### src/rtl/tl_phase_timer.sv
// -----------------------------------------------------------------------------
// tl_phase_timer
//
// Phase sequencer and dwell timer for the traffic-light controller.
// A free-running prescaler produces a one-cycle tick every CLK_DIV clocks.
// The dwell counter advances on ticks. When it reaches the limit of the current
// phase, `full` is raised and the downstream mode logic chooses one of three
// actions: advance, extend once, or hold.
//
// Ports:
//   clk       system clock, rising edge
//   rst_n     asynchronous active-low reset (async assert, sync release)
//   car_raw   asynchronous side-street car sensor
//   mode      1 = advance allowed at expiry, 0 = hold phase
//   delay     1 = grant one extension of the current phase at expiry
//   night     (only with TL_NIGHT_EN) asynchronous night-mode request
//   state     current phase: 00 main G, 01 main Y, 10 side G, 11 side Y
//   full      dwell expired for the current phase (combinational)
//   c         synchronised car sensor
//   main_rgy  main lamps {red,yellow,green}
//   side_rgy  side lamps {red,yellow,green}
//
// Optional feature: define TL_NIGHT_EN to add the `night` input.
// -----------------------------------------------------------------------------
module tl_phase_timer #(
    parameter int CLK_DIV = 50000000,
    parameter int T_MG    = 30,
    parameter int T_MY    = 4,
    parameter int T_SG    = 15,
    parameter int T_SY    = 4,
    parameter int CW      = 8
) (
    input  logic       clk,
    input  logic       rst_n,
    input  logic       car_raw,
    input  logic       mode,
    input  logic       delay,
`ifdef TL_NIGHT_EN
    input  logic       night,
`endif
    output logic [1:0] state,
    output logic       full,
    output logic       c,
    output logic [2:0] main_rgy,
    output logic [2:0] side_rgy
);

    localparam int PW = (CLK_DIV > 2) ? $clog2(CLK_DIV) : 1;

    logic [PW-1:0] presc_q, presc_d;
    logic [CW-1:0] cnt_q, cnt_d;
    logic [1:0]    state_q, state_d;
    logic          ext_q, ext_d;
    logic          s1_q, c_q;
    logic          tick;
    logic          full_raw;
    logic [CW-1:0] lim;

`ifdef TL_NIGHT_EN
    logic          night_s1_q, night_q;
    logic          blink_q, blink_d;
`endif

    assign tick = (presc_q == PW'(CLK_DIV - 1));

    always_comb begin
        lim = CW'(T_MG);
        case (state_q)
            2'b00:   lim = CW'(T_MG);
            2'b01:   lim = CW'(T_MY);
            2'b10:   lim = CW'(T_SG);
            default: lim = CW'(T_SY);
        endcase
    end

    assign full_raw = (cnt_q == lim - CW'(1));

    always_comb begin
        presc_d = tick ? '0 : presc_q + PW'(1);
        state_d = state_q;
        cnt_d   = cnt_q;
        ext_d   = ext_q;
        if (tick) begin
            if (!full_raw) begin
                cnt_d = cnt_q + CW'(1);
            end else if (ext_q) begin
                // The single extension already ran: advance regardless of
                // what the mode logic asks for.
                state_d = state_q + 2'd1;
                cnt_d   = '0;
                ext_d   = 1'b0;
            end else if (delay) begin
                cnt_d = '0;
                ext_d = 1'b1;
            end else if (mode) begin
                state_d = state_q + 2'd1;
                cnt_d   = '0;
            end
            // mode=0: hold with the counter parked at lim-1, keeping full set.
        end
`ifdef TL_NIGHT_EN
        blink_d = 1'b0;
        if (night_q) begin
            state_d = 2'b00;
            cnt_d   = '0;
            ext_d   = 1'b0;
            blink_d = tick ? ~blink_q : blink_q;
        end
`endif
    end

    always_ff @(posedge clk or negedge rst_n) begin
        if (!rst_n) begin
            presc_q <= '0;
            cnt_q   <= '0;
            state_q <= 2'b00;
            ext_q   <= 1'b0;
            s1_q    <= 1'b0;
            c_q     <= 1'b0;
        end else begin
            presc_q <= presc_d;
            cnt_q   <= cnt_d;
            state_q <= state_d;
            ext_q   <= ext_d;
            s1_q    <= car_raw;
            c_q     <= s1_q;
        end
    end

`ifdef TL_NIGHT_EN
    always_ff @(posedge clk or negedge rst_n) begin
        if (!rst_n) begin
            night_s1_q <= 1'b0;
            night_q    <= 1'b0;
            blink_q    <= 1'b0;
        end else begin
            night_s1_q <= night;
            night_q    <= night_s1_q;
            blink_q    <= blink_d;
        end
    end
`endif

    assign state = state_q;
    assign c     = c_q;

    always_comb begin
        main_rgy = 3'b001;
        side_rgy = 3'b100;
        case (state_q)
            2'b00:   begin main_rgy = 3'b001; side_rgy = 3'b100; end
            2'b01:   begin main_rgy = 3'b010; side_rgy = 3'b100; end
            2'b10:   begin main_rgy = 3'b100; side_rgy = 3'b001; end
            default: begin main_rgy = 3'b100; side_rgy = 3'b010; end
        endcase
`ifdef TL_NIGHT_EN
        if (night_q) begin
            main_rgy = {1'b0, blink_q, 1'b0};
            side_rgy = {1'b0, blink_q, 1'b0};
        end
`endif
    end

`ifdef TL_NIGHT_EN
    assign full = full_raw & ~night_q;
`else
    assign full = full_raw;
`endif

endmodule

### config.mk
export PLATFORM = sky130hd
export DESIGN_NAME = tl_phase_timer
export DESIGN_NICKNAME = d
export VERILOG_FILES = /design/src/rtl/tl_phase_timer.sv
export SDC_FILE = /design/constraint.sdc
export NUM_CORES = 1
export LEC_CHECK = 0
export CORE_MARGIN = 2
export CORE_UTILIZATION = 47
export CTS_CLUSTER_SIZE = 10
export DETAILED_ROUTE_END_ITERATION = 8
export DONT_BUFFER_PORTS = 1
export PLACE_DENSITY_LB_ADDON = 0.05
export SLEW_MARGIN = 20
export SYNTH_ARGS = -nofsm -noshare
export SYNTH_HDL_FRONTEND = slang
export SYNTH_SLANG_ARGS = --single-unit
### constraint.sdc
create_clock -name clk -period 4.5 [get_ports clk]
set_input_delay 0.45 -clock clk [delete_from_list [all_inputs] [get_ports clk]]
set_output_delay 0.45 -clock clk [all_outputs]
set_load 0.03 [all_outputs]
==> results of run 1 <==
cells in the mapped netlist (2+ instances only):
cell,count,share of area
sky130_fd_sc_hd__a21oi_1,3,0.0075
sky130_fd_sc_hd__ha_1,7,0.044
sky130_fd_sc_hd__nand4_1,9,0.028
sky130_fd_sc_hd__nor2_1,23,0.043
sky130_fd_sc_hd__and2_1,3,0.0094
sky130_fd_sc_hd__nand3_1,15,0.037
sky130_fd_sc_hd__nor3_1,4,0.010
sky130_fd_sc_hd__xor2_1,16,0.070
sky130_fd_sc_hd__inv_1,8,0.015
sky130_fd_sc_hd__nor2b_1,5,0.016
sky130_fd_sc_hd__xnor2_1,14,0.061
sky130_fd_sc_hd__nor4b_2,2,0.015
sky130_fd_sc_hd__and3_1,5,0.016
sky130_fd_sc_hd__or2_2,3,0.0094
sky130_fd_sc_hd__o2bb2ai_1,4,0.017
sky130_fd_sc_hd__nand2_1,12,0.022
sky130_fd_sc_hd__dfrtp_1,39,0.49
power breakdown:
group / switching, mW / total (mW) / internal (mW)
logic: 0.00735 / 0.0108 / 0.00344
clock network: 0.121 / 0.300 / 0.179
registers: 0.00182 / 0.353 / 0.352
total: 0.130 / 0.664 / 0.534
kinds of logic after synthesis:
logic type	after synthesis	share of synthesized area
AO/OA/AOI/OAI	12	0.0474
buffers and inverters	10	0.0212
adder cells (fa/ha/maj)	7	0.0437
AND/OR/NAND/NOR	89	0.251
multiplexers	3	0.0187
flip-flops	39	0.487
XOR/XNOR	30	0.131
final cells by class:
type,instances,area (um^2),share of cell area
Timing Repair Buffer,3,37.5,0.0170
Multi-Input combinational cell,141,986,0.446
Clock buffer,6,82.6,0.0374
Tap cell,50,62.6,0.0283
Sequential cell,39,976,0.442
Inverter,8,30.0,0.0136
Clock inverter,2,35.0,0.0159
path summary, 6_finish.rpt:
kind	endpoint	slack [ns]	from	cells after the start
worst max register to register	state[1]	1.72	state[0]	8
max in group asynchronous	presc_q[19]	3.68	rst_n	2
worst min-delay path	s1_q	0.18	car_raw	0
worst min register to register	c	0.36	s1_q	0
worst max-delay path	full	1.69	state[0]	6
min in group asynchronous	ext_q	0.61	rst_n	2
worst max-delay path, delay by kind of cell (launching register included):
kind / cells / cell delay, ns
xor gates and xnor gates: 1 / 0.21
buffers and inverters: 2 / 0.52
DFF: 1 / 0.63
and+or+nand+nor: 2 / 0.33
adders and majority gates: 1 / 0.37
routing by layer:
layer  GRT usage  up-vias
met2       0.256       18
li1            -      667
met5           0        -
met4      0.0588        0
met3      0.0523        4
met1       0.240      691
flip-flops by register name, indices dropped and copies added (netlist names):
register and cells:
presc_q 26, cnt_q 8, state 2, c 1
ext_q 1, s1_q 1
through the flow:
step / util / setup slack [ns] / cell area, um^2
after floorplan: - / 1.93 / 2000
after CTS: 0.545 / 1.67 / 2210
after global placement: 0.508 / 1.78 / 2060
after global routing: 0.545 / 1.52 / 2210
final: 0.545 / 1.69 / 2210
after detailed placement: 0.508 / 1.72 / 2060
repair_timing:
item | 4_1_cts | 5_1_grt
endpoints found under the hold margin | 39 | 0
hold buffers | 2 | 0
resized for setup | 0 | 0
endpoints found under the setup margin | 0 | 0
==> run metrics, run 1 <==
run status=completed; mean area per synthesized cell=10.5 um^2; CTS Sinks=39; antenna violations before repair=0; post-CTS clock slew at the launch and capture registers of the worst setup and hold paths=0.08 ns; total number of H-tree levels=2; CP Data Arrival Time=2.36 ns; most repeated library cell on the critical path=sky130_fd_sc_hd__inv_1; proportion of register bits with asynchronous set or reset after synthesis=1.00; number of max-cap violations=0; fin cells=249; remaining number of nets flagged by the antenna check after routing=0; total power draw=664 uW; clock tree from TritonCTS=yes; setup fix buffers added after clock tree synthesis=0; number of rows created at floorplan=23; required time of the critical path=4.05 ns; CP max stage delay=0.63 ns; Die Area=0.00480 mm^2; Post-synth EDFFs=0; min cycle time layout=2.81 ns; Yosys reg bits=39; maximum achievable frequency=356 MHz; post-detailed-routing wire length=3770 um; endpoints failing hold=0; Pre-Repair DR Iteration Count=4; crit share post-route=0.624; Cell variety after synth=35; number of instances in the synthesized netlist=190; half-perimeter wire length after placement=2620 um; Met1 Routed Length=1860 um; Die Y-Extent=69.3 um; fraction of final layout cells sized beyond drive strength 1=0.116; worst-case vdd ir drop=0.185 mV; overall die width=69.3 um; total number of yosys warnings=0; number of setup violations in the final report=0; count of input and output buffers=0; post-synthesis net count=202; total via count in the routed design=1380; amount of wire on met2 after detailed routing=1750 um; actual transition at the worst max-transition pin=0.599 ns; worst path cell trace=inv_1 > ha_1 > xor2_1 > nor4_1 > nand3_1 > inv_1; routability congestion estimate from global placement=0.833; Layout fillers=344; prevailing post-synth register cell=sky130_fd_sc_hd__dfrtp_1; io pins=15; worst min path class=in -> reg; routed wire length per instance=15.1 um; vias in the first global route=1369; total leakage power=1.01 nW; max layer used=met4; RSZ-0062 raised after global routing=false; DRC Markers=0; summed instance area of the synthesized netlist=0.00200 mm^2; Vias per Instance=5.54; core area=0.00406 mm^2; Root Driver=sky130_fd_sc_hd__clkbuf_8; final-stage net count=210; Placed Instances=239; maximum clock path buffer count=2; Num CTS Buffers=5; crit path kind=reg -> out; detailed-routed wire length on met3=123 um; portion of the post-synthesis area used by sequential elements=0.487; area growth from synthesis to final layout=10.2%; antenna cells=0; Max-Slew Margin vs Limit=0.598; Congestion Overflow GR=0; capturing element type of the critical path=output port; aggregate negative setup slack=0 ns; count of routing violations after the opening detailed-route iteration=55; Tot GR Track Use=0.172; global-route wire length before repair=6570 um; category of the worst setup path launch point=flop; clk_skew=0.00336 ns; power density over cell area=301 mW/mm^2; initial standard-cell utilization of the core=0.494; highest-count cells in the layout ignoring fill and taps=sky130_fd_sc_hd__dfrtp_1 (39), sky130_fd_sc_hd__nor2_1 (23), sky130_fd_sc_hd__xor2_1 (16), sky130_fd_sc_hd__nand3_1 (15), sky130_fd_sc_hd__xnor2_1 (14); cell with the largest stage delay on the worst path=sky130_fd_sc_hd__dfrtp_1; leading cell type in the layout, fill and taps excluded=sky130_fd_sc_hd__dfrtp_1; Clk Latency, worst-skew pair=0.29 ns; fin. max-slew vios=0; Min Hold Slack=0.184 ns; worst-path maximum fanout=7; pin count of the biggest net entering global routing=40
Note: power is estimated with default switching activity, not from simulation.
==> run 2: changes to the inputs <==
==> constraint.sdc (replaced) <==
create_clock -name clk -period 2.3 [get_ports clk]
set_input_delay 0.23 -clock clk [delete_from_list [all_inputs] [get_ports clk]]
set_output_delay 0.23 -clock clk [all_outputs]
set_load 0.03 [all_outputs]
==> run 2 against run 1 <==
Compared with the run above: clock skew rose by 0.0015 ns; sequential power rose by 96%; final area rose by 2.0%; cell count rose by 3.6%; sequential cell count did not move; via count fell by 0.43%; worst setup slack got worse by 1.5 ns; count of clock-buffer cells in the layout fell by 1; combinational power rose by 110%; non-clock buffer count rose by 9; critical path depth rose by 1; worst hold slack improved by 0.044 ns.
==> run metrics, run 2 (synthesis gave the netlist of run 1 again) <==
Die Area=0.00480 mm^2 (unchanged); Num CTS Buffers=5 (unchanged); total power draw=1.17 mW (was 664 uW); Post-Place Worst Slack=0.237 ns (was 1.72 ns); global-route wire length before repair=6880 um (was 6570 um); setup fix buffers added after clock tree synthesis=0 (unchanged); antenna cells=0 (unchanged); core area=0.00406 mm^2 (unchanged); crit share post-route=0.920; CTS Hold Bufs=3 (was 2); Clk Latency, worst-skew pair=0.29 ns (about the same); actual transition at the worst max-transition pin=0.579 ns (was 0.599 ns); final worst setup slack=0.184 ns (was 1.69 ns); clock tree from TritonCTS=yes (unchanged); Pre-Repair DR Iteration Count=4 (unchanged); clk_skew=0.00488 ns (was 0.00336 ns); total via count in the routed design=1374 (was 1380); total leakage power=1.03 nW (was 1.01 nW); post-route cell area=0.00225 mm^2 (was 0.00221 mm^2); category of the worst setup path launch point=flop (unchanged); aggregate negative setup slack=0 ns (unchanged); total number of H-tree levels=2 (unchanged); min cycle time layout=2.12 ns; Placed Instances=247 (was 239); count of input and output buffers=0 (unchanged); worst-path maximum fanout=7 (unchanged); post-CTS clock slew at the launch and capture registers of the worst setup and hold paths=0.08 ns (about the same); io pins=15 (unchanged); run status=completed (unchanged); remaining number of nets flagged by the antenna check after routing=0 (unchanged); fin cells=258 (was 249); number of flip-flops in the largest register=26 (unchanged); Vias per Instance=5.33 (was 5.54); Resized cells post-CTS=0 (unchanged); initial standard-cell utilization of the core=0.494 (unchanged); Tot GR Track Use=0.178 (was 0.172); worst min path class=in -> reg (unchanged); post-detailed-routing wire length=3790 um (was 3770 um); half-perimeter wire length after placement=2690 um (was 2620 um); flop2flop setup slack=0.23 ns (was 1.72 ns); Congestion Overflow GR=0 (unchanged); Min Hold Slack=0.227 ns (was 0.184 ns); Reg with most FFs=presc_q (unchanged); CTS Sinks=39 (unchanged); RSZ-0062 raised after global routing=false (unchanged); fraction of final layout cells sized beyond drive strength 1=0.163 (was 0.116); overall die width=69.3 um (unchanged); vias in the first global route=1430 (was 1369); routed wire length per instance=14.7 um (was 15.1 um); Max-Slew Margin vs Limit=0.611 (was 0.598); crit path kind=reg -> out (unchanged); CP Data Arrival Time=1.89 ns (was 2.36 ns); area growth from synthesis to final layout=12.4% (was 10.2%); Die Y-Extent=69.3 um (unchanged); routability congestion estimate from global placement=0.787 (was 0.833); antenna violations before repair=0 (unchanged); maximum achievable frequency=473 MHz; leading cell type in the layout, fill and taps excluded=sky130_fd_sc_hd__dfrtp_1 (unchanged); pin count of the biggest net entering global routing=40 (unchanged); number of max-cap violations=0 (unchanged); highest-count cells in the layout ignoring fill and taps=sky130_fd_sc_hd__dfrtp_1 (37), sky130_fd_sc_hd__nor2_1 (23), sky130_fd_sc_hd__xor2_1 (16), sky130_fd_sc_hd__nand3_1 (15), sky130_fd_sc_hd__xnor2_1 (14) (was sky130_fd_sc_hd__dfrtp_1 (39), sky130_fd_sc_hd__nor2_1 (23), sky130_fd_sc_hd__xor2_1 (16), sky130_fd_sc_hd__nand3_1 (15), sky130_fd_sc_hd__xnor2_1 (14)); worst-case vdd ir drop=0.392 mV (was 0.185 mV); maximum clock path buffer count=2 (unchanged); Core Util, Final=0.555 (was 0.545); Root Driver=sky130_fd_sc_hd__clkbuf_8 (unchanged); final-stage net count=219 (was 210); number of setup violations in the final report=0 (unchanged); DRC Markers=0 (unchanged); number of rows created at floorplan=23 (unchanged); instance area at placement=0.00212 mm^2 (was 0.00206 mm^2); required time of the critical path=2.07 ns (was 4.05 ns); count of routing violations after the opening detailed-route iteration=96 (was 55); fin. max-slew vios=0 (unchanged); power density over cell area=520 mW/mm^2 (was 301 mW/mm^2); endpoints failing hold=0 (unchanged); capturing element type of the critical path=output port (unchanged)
run 2: changes by cell type in the layout (fill, tap and decap cells not counted):
cell / previous run / this run
sky130_fd_sc_hd__inv_1: 8 / 7
sky130_fd_sc_hd__dfrtp_1: 39 / 37
sky130_fd_sc_hd__buf_4: 1 / 9
sky130_fd_sc_hd__bufinv_16: 1 / 0
sky130_fd_sc_hd__clkbuf_8: 6 / 5
sky130_fd_sc_hd__clkinvlp_4: 0 / 2
sky130_fd_sc_hd__dfrtp_2: 0 / 2
sky130_fd_sc_hd__inv_2: 0 / 1
sky130_fd_sc_hd__dlygate4sd3_1: 1 / 2
run 2: final timing paths:
path	from	end	depth (start not counted)
setup / recovery	state[0]	full	7
hold / removal	delay	ext_q	2
setup reg to reg	presc_q[0]	ext_q	7
hold reg to reg	s1_q	c	0
max in group asynchronous	rst_n	state[1]	2
min in group asynchronous	rst_n	presc_q[22]	2
run 2: critical path, cell delays in order, from the launching register on:
cell                      delay (ns)
sky130_fd_sc_hd__dfrtp_2        0.36
sky130_fd_sc_hd__inv_1          0.07
sky130_fd_sc_hd__ha_1           0.24
sky130_fd_sc_hd__xor2_1         0.17
sky130_fd_sc_hd__nor4_1         0.19
sky130_fd_sc_hd__nand3_1        0.21
sky130_fd_sc_hd__inv_2          0.17
sky130_fd_sc_hd__buf_4          0.18
run 2: layout make-up:
type | count | area (um^2)
timing repair buffer | 12 | 108
multi-input combinational | 141 | 986
fill | 346 | 1800
clock inverter | 3 | 20.0
inverter | 8 | 30.0
tap | 50 | 62.6
clock buffer | 5 | 68.8
sequential | 39 | 978
run 2: report_power, final:
part	switching (mW)	leakage, nW	internal [mW]
clock network	0.248	0.0402	0.211
logic	0.0144	0.494	0.00784
registers	0.00350	0.499	0.688
run 2: layer usage:
layer,global-route usage,routed length (um),up-vias
met3,0.0465,84,6
met2,0.283,1820,9
met5,0,0,-
met4,0.0632,53,0
met1,0.237,1830,679
li1,-,-,680
==> run 3: changes to the inputs <==
--- a/config.mk
+++ b/config.mk
@@ -11,7 +11,7 @@
 export DETAILED_ROUTE_END_ITERATION = 8
 export DONT_BUFFER_PORTS = 1
 export PLACE_DENSITY_LB_ADDON = 0.05
-export SLEW_MARGIN = 20
+export SLEW_MARGIN = 15
 export SYNTH_ARGS = -nofsm -noshare
 export SYNTH_HDL_FRONTEND = slang
 export SYNTH_SLANG_ARGS = --single-unit
==> constraint.sdc (replaced) <==
create_clock -name clk -period 2.5 [get_ports clk]
set_input_delay 0.25 -clock clk [delete_from_list [all_inputs] [get_ports clk]]
set_output_delay 0.25 -clock clk [all_outputs]
set_load 0.03 [all_outputs]
==> run 3 against run 2 <==
Compared with the run above: final area fell by 0.61%; critical endpoint is now state[1]; cell count fell by 1.2%; sequential power fell by 8.0%; wire length fell by 1.9%; via count rose by 0.22%; core utilization fell by 0.34 points; sequential share of layout area rose by 0.16 points; critical path depth fell by 2; count of clock-buffer cells in the layout rose by 3.
==> run metrics, run 3 (synthesis gave the netlist of run 1 again) <==
vias in the first global route=1390 (was 1430); initial standard-cell utilization of the core=0.494 (unchanged); post-CTS clock slew at the launch and capture registers of the worst setup and hold paths=0.08 ns (about the same); Pre-Repair DR Iteration Count=4 (unchanged); worst-case vdd ir drop=0.325 mV (was 0.392 mV); Sequential cell area=976 um^2 (was 978 um^2); leading cell type in the layout, fill and taps excluded=sky130_fd_sc_hd__dfrtp_1 (unchanged); CP max stage delay=0.44 ns (was 0.36 ns); remaining number of nets flagged by the antenna check after routing=0 (unchanged); Root Driver=sky130_fd_sc_hd__clkbuf_8 (unchanged); Worst Hold End=ext_q (unchanged); endpoints failing hold=0 (unchanged); worst min path class=in -> reg (unchanged); category of the worst setup path launch point=flop (unchanged); reg-to-reg critical path startpoint=presc_q[18] (was presc_q[0]); actual transition at the worst max-transition pin=0.618 ns (was 0.579 ns); RSZ-0062 raised after global routing=false (unchanged); fraction of final layout cells sized beyond drive strength 1=0.137 (was 0.163); antenna cells=0 (unchanged); io pins=15 (unchanged); global-route wire length before repair=6660 um (was 6880 um); total number of H-tree levels=2 (unchanged); Min Hold Slack=0.248 ns (was 0.227 ns); final-stage net count=216 (was 219); Congestion Overflow GR=0 (unchanged); post-detailed-routing wire length=3720 um (was 3790 um); run status=completed (unchanged); maximum achievable frequency=477 MHz; clock tree from TritonCTS=yes (unchanged); routed wire length per instance=14.6 um (was 14.7 um); required time of the critical path=2.66 ns (was 2.07 ns); min cycle time layout=2.10 ns; total power draw=1.11 mW (was 1.17 mW); final worst setup slack=0.403 ns (was 0.184 ns); cell with the largest stage delay on the worst path=sky130_fd_sc_hd__dfrtp_1 (was sky130_fd_sc_hd__dfrtp_2); count of input and output buffers=0 (unchanged); highest-count cells in the layout ignoring fill and taps=sky130_fd_sc_hd__dfrtp_1 (39), sky130_fd_sc_hd__nor2_1 (23), sky130_fd_sc_hd__xor2_1 (16), sky130_fd_sc_hd__nand3_1 (15), sky130_fd_sc_hd__xnor2_1 (14) (was sky130_fd_sc_hd__dfrtp_1 (37), sky130_fd_sc_hd__nor2_1 (23), sky130_fd_sc_hd__xor2_1 (16), sky130_fd_sc_hd__nand3_1 (15), sky130_fd_sc_hd__xnor2_1 (14)); fin. max-slew vios=0 (unchanged); number of max-cap violations=0 (unchanged); Reg-to-Reg End=state[1] (was ext_q); total area of multi-input combinational cells=986 um^2 (unchanged); cell count of the worst hold path=2 (unchanged); area growth from synthesis to final layout=11.7% (was 12.4%); Num CTS Buffers=5 (unchanged); pin count of the biggest net entering global routing=40 (unchanged); number of setup violations in the final report=0 (unchanged); flop2flop setup slack=0.40 ns (was 0.23 ns); worst reg-to-reg path cell count=5 (was 7); post-route cell area=0.00224 mm^2 (was 0.00225 mm^2); HP Start=delay (unchanged); Die Area=0.00480 mm^2 (unchanged); instance area at placement=0.00210 mm^2 (was 0.00212 mm^2); count of routing violations after the opening detailed-route iteration=95 (was 96); Post-Place Worst Slack=0.366 ns (was 0.237 ns); clk_skew=0.00994 ns (was 0.00488 ns); CP Data Arrival Time=2.26 ns (was 1.89 ns); capturing element type of the critical path=flop (was output port); Tot GR Track Use=0.175 (was 0.178); Die Y-Extent=69.3 um (unchanged); Vias per Instance=5.40 (was 5.33); antenna violations before repair=0 (unchanged); Clk Latency, worst-skew pair=0.29 ns (about the same); crit path kind=reg -> reg (was reg -> out); maximum clock path buffer count=2 (unchanged); DRC Markers=0 (unchanged); power density over cell area=498 mW/mm^2 (was 520 mW/mm^2); routability congestion estimate from global placement=0.795 (was 0.787); Max-Slew Margin vs Limit=0.584 (was 0.611); total via count in the routed design=1377 (was 1374); core area=0.00406 mm^2 (unchanged); half-perimeter wire length after placement=2660 um (was 2690 um); total leakage power=1.03 nW (about the same); crit share post-route=0.839; overall die width=69.3 um (unchanged); aggregate negative setup slack=0 ns (unchanged); worst-path maximum fanout=7 (unchanged); number of flip-flops in the largest register=26 (unchanged); worst path cell trace=nor4b_2 > nand4_1 > nor3_2 > o211ai_1 > mux2_1 (was inv_1 > ha_1 > xor2_1 > nor4_1 > nand3_1 > inv_2 > buf_4); number of rows created at floorplan=23 (unchanged); Layout fillers=348 (was 346); CTS Sinks=39 (unchanged); Reg with most FFs=presc_q (unchanged)
run 3: cell types whose count changed in the layout (fill, tap and decap cells not counted):
cell and change:
sky130_fd_sc_hd__dfrtp_1 +2, sky130_fd_sc_hd__clkinv_2 -1, sky130_fd_sc_hd__buf_4 -3, sky130_fd_sc_hd__dfrtp_2 -2, sky130_fd_sc_hd__clkbuf_1 +1, sky130_fd_sc_hd__clkbuf_8 +2
sky130_fd_sc_hd__clkinvlp_4 -2
run 3: critical path, delay by kind of cell (launching register included):
family,cells,cell delay [ns]
and+or+nand+nor,3,0.94
DFF,1,0.44
muxes,1,0.36
AOI/OAI and AO/OA,1,0.23
run 3: per-stage QoR:
stage,utilization,instances
floorplan,-,190
global route,0.552,255
detailed placement,0.517,244
finish,0.552,255
global placement,0.517,244
CTS,0.552,255
run 3: report_power, final:
group | internal [mW] | total (mW) | switching [mW] | leakage, nW
clock | 0.252 | 0.458 | 0.206 | 0.0515
sequential | 0.633 | 0.636 | 0.00321 | 0.503
combinational | 0.00721 | 0.0204 | 0.0132 | 0.479
run 3: worst max-delay path by stage:
stage / from / end / slack [ns] / cells past startpoint
floorplan: state[0] / state[1] / 0.07 / 8
global placement: presc_q[0] / state[1] / 0.45 / 6
detailed placement: presc_q[0] / state[1] / 0.37 / 6
CTS: presc_q[18] / state[1] / 0.37 / 5
global route: presc_q[18] / state[1] / 0.18 / 5
finish: presc_q[18] / state[1] / 0.40 / 5
run 3: metal layers:
metal,up-vias,GRT usage,share of wire
li1,678,-,-
met3,9,0.0363,0.021
met1,674,0.245,0.49
met2,16,0.262,0.47
met5,-,0,0
met4,0,0.0784,0.022
run 3: cell type report:
type / count / share of cell area
Timing Repair Buffer: 9 / 0.0380
Sequential cell: 39 / 0.436
Inverter: 8 / 0.0134
Multi-Input combinational cell: 141 / 0.440
Clock buffer: 8 / 0.0447
Tap cell: 50 / 0.0279
run 3: what timing repair did:
item                       4_1_cts  5_1_grt
setup endpoints to repair        0        0
hold buffers                     3        0
gates resized for setup          0        0
hold endpoints to repair        40        0
buffers inserted                 0        0
